===== src/rtl/pc_pkg.sv =====
// pc_pkg: next-PC source encodings and default vectors shared by pc_unit and its bench.
package pc_pkg;

    localparam logic [2:0] SEL_NEXT   = 3'b000;
    localparam logic [2:0] SEL_FIRST  = 3'b001;
    localparam logic [2:0] SEL_INT    = 3'b010;
    localparam logic [2:0] SEL_BRANCH = 3'b011;
    localparam logic [2:0] SEL_CALL   = 3'b100;
    localparam logic [2:0] SEL_RET    = 3'b101;
    localparam logic [2:0] SEL_RETI   = 3'b110;
    localparam logic [2:0] SEL_HOLD   = 3'b111;

    localparam logic [31:0] DEFAULT_RESET_VEC = 32'h0000_0020;
    localparam logic [31:0] DEFAULT_INT_VEC   = 32'h0000_0000;

    // Sources whose target is known in the same cycle and can be forwarded to fetch.
    function automatic logic is_redirect(input logic [2:0] sel);
        return (sel == SEL_BRANCH) || (sel == SEL_CALL);
    endfunction

endpackage


===== src/rtl/pc_ras.sv =====
// pc_ras: circular return-address stack; 1-cycle push/pop, top read combinationally at the pre-pop top.
// No backpressure: push when full overwrites the oldest entry, pop when empty only pulses o_underflow.
module pc_ras #(
    parameter int ADDR_W    = 32,
    parameter int RAS_DEPTH = 4
) (
    input  logic              clk,
    input  logic              rst,
    input  logic              i_push,
    input  logic              i_pop,
    input  logic [ADDR_W-1:0] i_push_dat,
    output logic [ADDR_W-1:0] o_top_dat,
    output logic              o_empty,
    output logic              o_overflow,
    output logic              o_underflow
);

    localparam int PTR_W = $clog2(RAS_DEPTH);
    localparam int CNT_W = $clog2(RAS_DEPTH + 1);

    logic [ADDR_W-1:0] r_mem [RAS_DEPTH];
    logic [PTR_W-1:0]  r_wr_ptr;
    logic [CNT_W-1:0]  r_count;
    logic              r_overflow;
    logic              r_underflow;

    logic [PTR_W-1:0]  w_top_ptr;
    logic              w_full;
    logic              w_empty;

    // The write pointer names the next free slot; when full it names the oldest entry.
    assign w_top_ptr = r_wr_ptr - PTR_W'(1);
    assign w_full    = (r_count == CNT_W'(RAS_DEPTH));
    assign w_empty   = (r_count == '0);

    assign o_top_dat   = r_mem[w_top_ptr];
    assign o_empty     = w_empty;
    assign o_overflow  = r_overflow;
    assign o_underflow = r_underflow;

    always_ff @(posedge clk) begin
        if (i_push) begin
            r_mem[r_wr_ptr] <= i_push_dat;
        end
    end

    always_ff @(posedge clk or posedge rst) begin
        if (rst) begin
            r_wr_ptr    <= '0;
            r_count     <= '0;
            r_overflow  <= 1'b0;
            r_underflow <= 1'b0;
        end else begin
            r_overflow  <= i_push && w_full;
            r_underflow <= i_pop && w_empty;
            if (i_push) begin
                r_wr_ptr <= r_wr_ptr + PTR_W'(1);
                if (!w_full) begin
                    r_count <= r_count + CNT_W'(1);
                end
            end else if (i_pop && !w_empty) begin
                r_wr_ptr <= w_top_ptr;
                r_count  <= r_count - CNT_W'(1);
            end
        end
    end

endmodule


===== src/rtl/pc_unit.sv =====
// pc_unit: fetch PC register with RAS, EPC and interrupt tracking; 1-cycle redirect, 0-cycle on branch/call with PC_BYPASS_EN.
// No backpressure: pc_enable=0 freezes PC, RAS, EPC and suppresses the RAS pulses.
module pc_unit
    import pc_pkg::*;
#(
    parameter int                ADDR_W    = 32,
    parameter logic [ADDR_W-1:0] RESET_VEC = ADDR_W'(DEFAULT_RESET_VEC),
    parameter logic [ADDR_W-1:0] INT_VEC   = ADDR_W'(DEFAULT_INT_VEC),
    parameter logic [ADDR_W-1:0] INC       = ADDR_W'(1),
    parameter int                RAS_DEPTH = 4
) (
    input  logic              clk,
    input  logic              rst,
    input  logic              pc_enable,
    input  logic [2:0]        sel,
    input  logic [ADDR_W-1:0] first_instruction_addr,
    input  logic [ADDR_W-1:0] target_addr,
    output logic [ADDR_W-1:0] pc_out,
    output logic [ADDR_W-1:0] epc_out,
    output logic              int_active,
    output logic              ras_overflow,
    output logic              ras_underflow
);

    logic [ADDR_W-1:0] r_pc;
    logic [ADDR_W-1:0] r_epc;
    logic              r_int_active;

    logic [ADDR_W-1:0] w_pc_nxt;
    logic [ADDR_W-1:0] w_epc_nxt;
    logic              w_int_nxt;
    logic [ADDR_W-1:0] w_pc_inc;
    logic [ADDR_W-1:0] w_ras_top;
    logic              w_ras_empty;
    logic              w_push;
    logic              w_pop;

    assign w_pc_inc = r_pc + INC;

    always_comb begin
        w_pc_nxt  = r_pc;
        w_epc_nxt = r_epc;
        w_int_nxt = r_int_active;
        w_push    = 1'b0;
        w_pop     = 1'b0;
        if (pc_enable) begin
            case (sel)
                SEL_NEXT:   w_pc_nxt = w_pc_inc;
                SEL_FIRST:  w_pc_nxt = first_instruction_addr;
                SEL_INT: begin
                    // Interrupts do not nest: a second request while active is a hold.
                    if (!r_int_active) begin
                        w_epc_nxt = r_pc;
                        w_pc_nxt  = INT_VEC;
                        w_int_nxt = 1'b1;
                    end
                end
                SEL_BRANCH: w_pc_nxt = target_addr;
                SEL_CALL: begin
                    w_push   = 1'b1;
                    w_pc_nxt = target_addr;
                end
                SEL_RET: begin
                    w_pop    = 1'b1;
                    w_pc_nxt = w_ras_empty ? RESET_VEC : w_ras_top;
                end
                SEL_RETI: begin
                    if (r_int_active) begin
                        w_pc_nxt  = r_epc;
                        w_int_nxt = 1'b0;
                    end
                end
                default: ;
            endcase
        end
    end

    always_ff @(posedge clk or posedge rst) begin
        if (rst) begin
            r_pc         <= RESET_VEC;
            r_epc        <= '0;
            r_int_active <= 1'b0;
        end else begin
            r_pc         <= w_pc_nxt;
            r_epc        <= w_epc_nxt;
            r_int_active <= w_int_nxt;
        end
    end

    pc_ras #(
        .ADDR_W    (ADDR_W),
        .RAS_DEPTH (RAS_DEPTH)
    ) u_ras (
        .clk         (clk),
        .rst         (rst),
        .i_push      (w_push),
        .i_pop       (w_pop),
        .i_push_dat  (w_pc_inc),
        .o_top_dat   (w_ras_top),
        .o_empty     (w_ras_empty),
        .o_overflow  (ras_overflow),
        .o_underflow (ras_underflow)
    );

`ifdef PC_BYPASS_EN
    assign pc_out = (pc_enable && is_redirect(sel)) ? target_addr : r_pc;
`else
    assign pc_out = r_pc;
`endif

    assign epc_out    = r_epc;
    assign int_active = r_int_active;

endmodule


===== config.mk =====
export PLATFORM = sky130hd
export DESIGN_NAME = pc_unit
export DESIGN_NICKNAME = d
export VERILOG_FILES = /design/src/rtl/pc_pkg.sv /design/src/rtl/pc_ras.sv /design/src/rtl/pc_unit.sv
export SDC_FILE = /design/constraint.sdc
export NUM_CORES = 1
export LEC_CHECK = 0
export BUFFER_PORTS_ARGS = -buffer_cell sky130_fd_sc_hd__buf_2
export CAP_MARGIN = 20
export CORE_ASPECT_RATIO = 1.1
export CORE_MARGIN = 2
export CORE_UTILIZATION = 58
export CTS_BUF_LIST = sky130_fd_sc_hd__clkbuf_8 sky130_fd_sc_hd__clkbuf_16
export DETAILED_ROUTE_END_ITERATION = 7
export GPL_ROUTABILITY_DRIVEN = 0
export GPL_TIMING_DRIVEN = 0
export PLACE_DENSITY_LB_ADDON = 0.05
export SETUP_SLACK_MARGIN = 0.3
export SLEW_MARGIN = 30
export SYNTH_ARGS = -nofsm -noshare
export SYNTH_HDL_FRONTEND = slang
export SYNTH_SLANG_ARGS = --single-unit

===== constraint.sdc =====
create_clock -name clk -period 6.2 [get_ports clk]
set_input_delay 0.31 -clock clk [delete_from_list [all_inputs] [get_ports clk]]
set_output_delay 0.31 -clock clk [all_outputs]
set_load 0.01 [all_outputs]

==> insert_results.sql <==
INSERT INTO impl_metrics (metric_group, metric, value, unit) VALUES
('outcome', 'outcome', 'complete, no violations', ''),
('timing', 'layout_worst_path_cycle_share', '59.9', '%'),
('worst_setup_path', 'cp_data_arrival_time', '4.04', 'ns'),
('worst_setup_path', 'crit-reg2reg-launch', 'u_ras.r_wr_ptr[0]', ''),
('floorplanning', 'fp.dieW', '131', 'um'),
('clock_tree', 'clock_latency', '0.44', 'ns'),
('drt', 'detailed_route_wl', '31.8', 'mm'),
('grt', 'antenna_found_initial', '0', ''),
('clock_tree', 'cts.path.max_buffers', '2', ''),
('timing', 'skew', '0.00762', 'ns'),
('worst_setup_path', 'reg2reg_slack', '2.49', 'ns'),
('drt', 'topRoutingLayerUsed', 'met4', ''),
('grt', 'grt_pass1_vias', '8103', ''),
('synthesis', 'netlist_instances', '812', ''),
('drt', 'ant_nets', '0', ''),
('timing', 'setup_viol', '0', ''),
('synthesis', 'syn_avg_cell_area', '12.7', 'um^2'),
('timing', 'final.hold.worst_slack', '0.237', 'ns'),
('clock_tree', 'numClockSinks', '200', ''),
('cells_and_area', 'post_route_cells_drive_above_1_share', '30.5', '%'),
('place', 'dp_hpwl', '22.5', 'mm'),
('synthesis', 'synth_nets', '888', ''),
('timing', 'fmax', '0.269', 'GHz'),
('cells_and_area', 'antenna-diode-count', '0', ''),
('worst_hold_path', 'worst_hold_path_type', 'primary input to register', ''),
('job', 'max_cap_violations', '0', ''),
('floorplanning', 'design.die.area', '18900', 'um^2'),
('drt', 'detailroute.wirelength.met3', '3.61', 'mm'),
('synthesis', 'most_instantiated_flip_flop_cell_in_the_synthesis_netlist', 'sky130_fd_sc_hd__edfxtp_1', ''),
('grt', 'grt_util_all_layers', '34.0', '%'),
('power', 'p_per_area', '380', 'nW/um^2'),
('drt', 'drc_errors', '0', ''),
('synthesis', 'yosys_warnings', '0', ''),
('cells_and_area', 'num-nets-final', '1048', ''),
('grt', 'global_route.overflow_total', '0', ''),
('clock_tree', 'post_cts_resized', '0', ''),
('drt', 'total_routed_wire_length_on_the_met1_layer', '12.9', 'mm'),
('clock_tree', 'total_cts_buffers', '17', ''),
('clock_tree', 'cts_root_buf', 'sky130_fd_sc_hd__clkbuf_16', ''),
('timing', 'tightestPinTransition', '0.863', 'ns'),
('cells_and_area', 'layout.filler_cells', '1311', ''),
('place', 'port_buffers', '135', ''),
('worst_setup_path', 'crit_path_max_fanout', '10', ''),
('synthesis', 'yosysSeqAreaShare', '54.6', '%'),
('drt', 'met2RoutedLength', '14.4', 'mm'),
('floorplanning', 'fp-row-count', '51', ''),
('power', 'vdd.ir_drop.worst', '240', 'uV'),
('synthesis', 'ys_seq_elements', '200', ''),
('worst_setup_path', 'reg2reg_depth', '10', ''),
('synthesis', 'synth_async_sr_flop_share', '36.0', '%'),
('timing', 'unrepaired_setup_endpoints_after_global_routing', 'false', ''),
('worst_setup_path', 'timing.critical_path.from', 'u_ras.r_wr_ptr[0]', ''),
('worst_setup_path', 'ff_to_ff_end', 'pc_out[31]', ''),
('floorplanning', 'core_region_area', '17600', 'um^2'),
('clock_tree', 'post_cts.repair.setup_buffers', '0', ''),
('worst_setup_path', 'critical_path.startpoint_type', 'register', ''),
('clock_tree', 'cts_tree', 'done', ''),
('drt', 'vias', '8247', ''),
('grt', 'pin_count_of_the_biggest_net_entering_global_routing', '40', ''),
('floorplanning', 'die_h', '144', 'um'),
('synthesis', 'synth_top_cell_by_area', 'sky130_fd_sc_hd__edfxtp_1', ''),
('power', 'leakagePower', '0.00465', 'uW'),
('synthesis', 'edff_count_synth', '128', ''),
('synthesis', 'yosys.cell_count.top_type', 'sky130_fd_sc_hd__edfxtp_1', ''),
('synthesis', 'netlist-cell-type-count', '72', ''),
('worst_setup_path', 'criticalPathCategory', 'register to register', ''),
('synthesis', 'synth_top_cell_area_share', '37.1', '%'),
('worst_setup_path', 'worst_setup_path_endpoint', 'pc_out[31]', ''),
('drt', 'detail_route.wl_per_cell', '26.0', 'um'),
('floorplanning', 'io-pin-count', '137', ''),
('synthesis', 'synth.cell_area', '10300', 'um^2');
-- through the flow --
step	instance area, um^2	utilization [%]	worst slack (ns)	power [uW]	cells
after floorplan	10300	-	3.61	2830	812
after global placement	11300	64.3	2.68	3340	1185
after detailed placement	11400	65.0	2.58	3400	1190
after CTS	12100	68.5	2.54	4560	1223
after global routing	12100	68.5	2.36	4760	1223
final	12100	68.5	2.49	4580	1223
-- cell type report --
cell class,instances,area [um^2],area share [%]
clock buffers,17,425,3.53
multi-input cells,509,4210,34.9
inverters,30,118,0.975
well taps,238,298,2.47
plain buffers,73,390,3.24
flip-flops and latches,200,5650,46.8
repair buffers,141,793,6.58
clock inverters,15,188,1.56
-- worst max-delay path, cell delays in order, from the launching register on --
cell and delay (ns):
sky130_fd_sc_hd__dfrtp_1 0.41, sky130_fd_sc_hd__buf_2 0.30, sky130_fd_sc_hd__buf_2 0.40, sky130_fd_sc_hd__inv_1 0.16, sky130_fd_sc_hd__ha_1 0.30, sky130_fd_sc_hd__buf_2 0.27, sky130_fd_sc_hd__clkbuf_1 0.66, sky130_fd_sc_hd__mux4_2 0.46
sky130_fd_sc_hd__a22oi_1 0.34, sky130_fd_sc_hd__a22oi_1 0.16, sky130_fd_sc_hd__o221a_2 0.14
-- report_power, final --
| part | switching, uW | internal [uW] | total (uW) |
|---|---|---|---|
| Clock | 528 | 646 | 1170 |
| Sequential | 200 | 1660 | 1860 |
| Combinational | 864 | 686 | 1550 |
| Total | 1590 | 2990 | 4580 |
-- per-layer routing --
layer  vias to the layer above  track usage (%)
li1                       3460                -
met1                      4080             47.2
met2                       639             53.0
met3                        68             7.47
met4                         0             13.2
met5                         -                0
-- what timing repair did --
action	CTS	global route
hold buffers	1	0
setup endpoints to repair	0	0
hold endpoints to repair	32	0
-- kinds of logic after synthesis --
logic type / Yosys count / synth area share, %
xor gates and xnor gates: 34 / 2.88
muxes: 96 / 13.7
DFF: 200 / 54.6
and+or+nand+nor: 157 / 8.55
adders and majority gates: 6 / 0.798
AOI/OAI and AO/OA: 216 / 14.7
buffers and inverters: 103 / 4.86
-- worst min-delay path by stage --
stage | startpoint | slack (ns) | end | cells past startpoint
after floorplan | pc_enable | 0.46 | u_ras.o_underflow | 1
after global placement | u_ras.r_count[2] | 0.50 | u_ras.r_count[2] | 1
after detailed placement | rst | 0.32 | epc_out[19] | 2
after CTS | pc_enable | 0.21 | u_ras.o_underflow | 2
after global routing | pc_enable | 0.21 | u_ras.o_underflow | 2
final | pc_enable | 0.24 | u_ras.o_underflow | 2
-- placed cells by master, fill, tap and decap left out, types with 28 or more instances in the layout --
master / n
sky130_fd_sc_hd__a21oi_1: 39
sky130_fd_sc_hd__buf_2: 156
sky130_fd_sc_hd__clkbuf_1: 35
sky130_fd_sc_hd__dfrtp_1: 71
sky130_fd_sc_hd__edfxtp_1: 128
sky130_fd_sc_hd__inv_1: 28
sky130_fd_sc_hd__mux2_2: 42
sky130_fd_sc_hd__mux4_2: 31
sky130_fd_sc_hd__nand2_1: 40
sky130_fd_sc_hd__o21ai_0: 49
-- state kept, by name, summed over array words and instances, names as in the netlist --
name and count:
int_active 1, u_ras.o_overflow 1, u_ras.r_count 3, u_ras.r_mem 128
u_ras.o_underflow 1, u_ras.r_wr_ptr 2, epc_out 32, pc_out 32
Note: power is estimated with default switching activity, not from simulation.
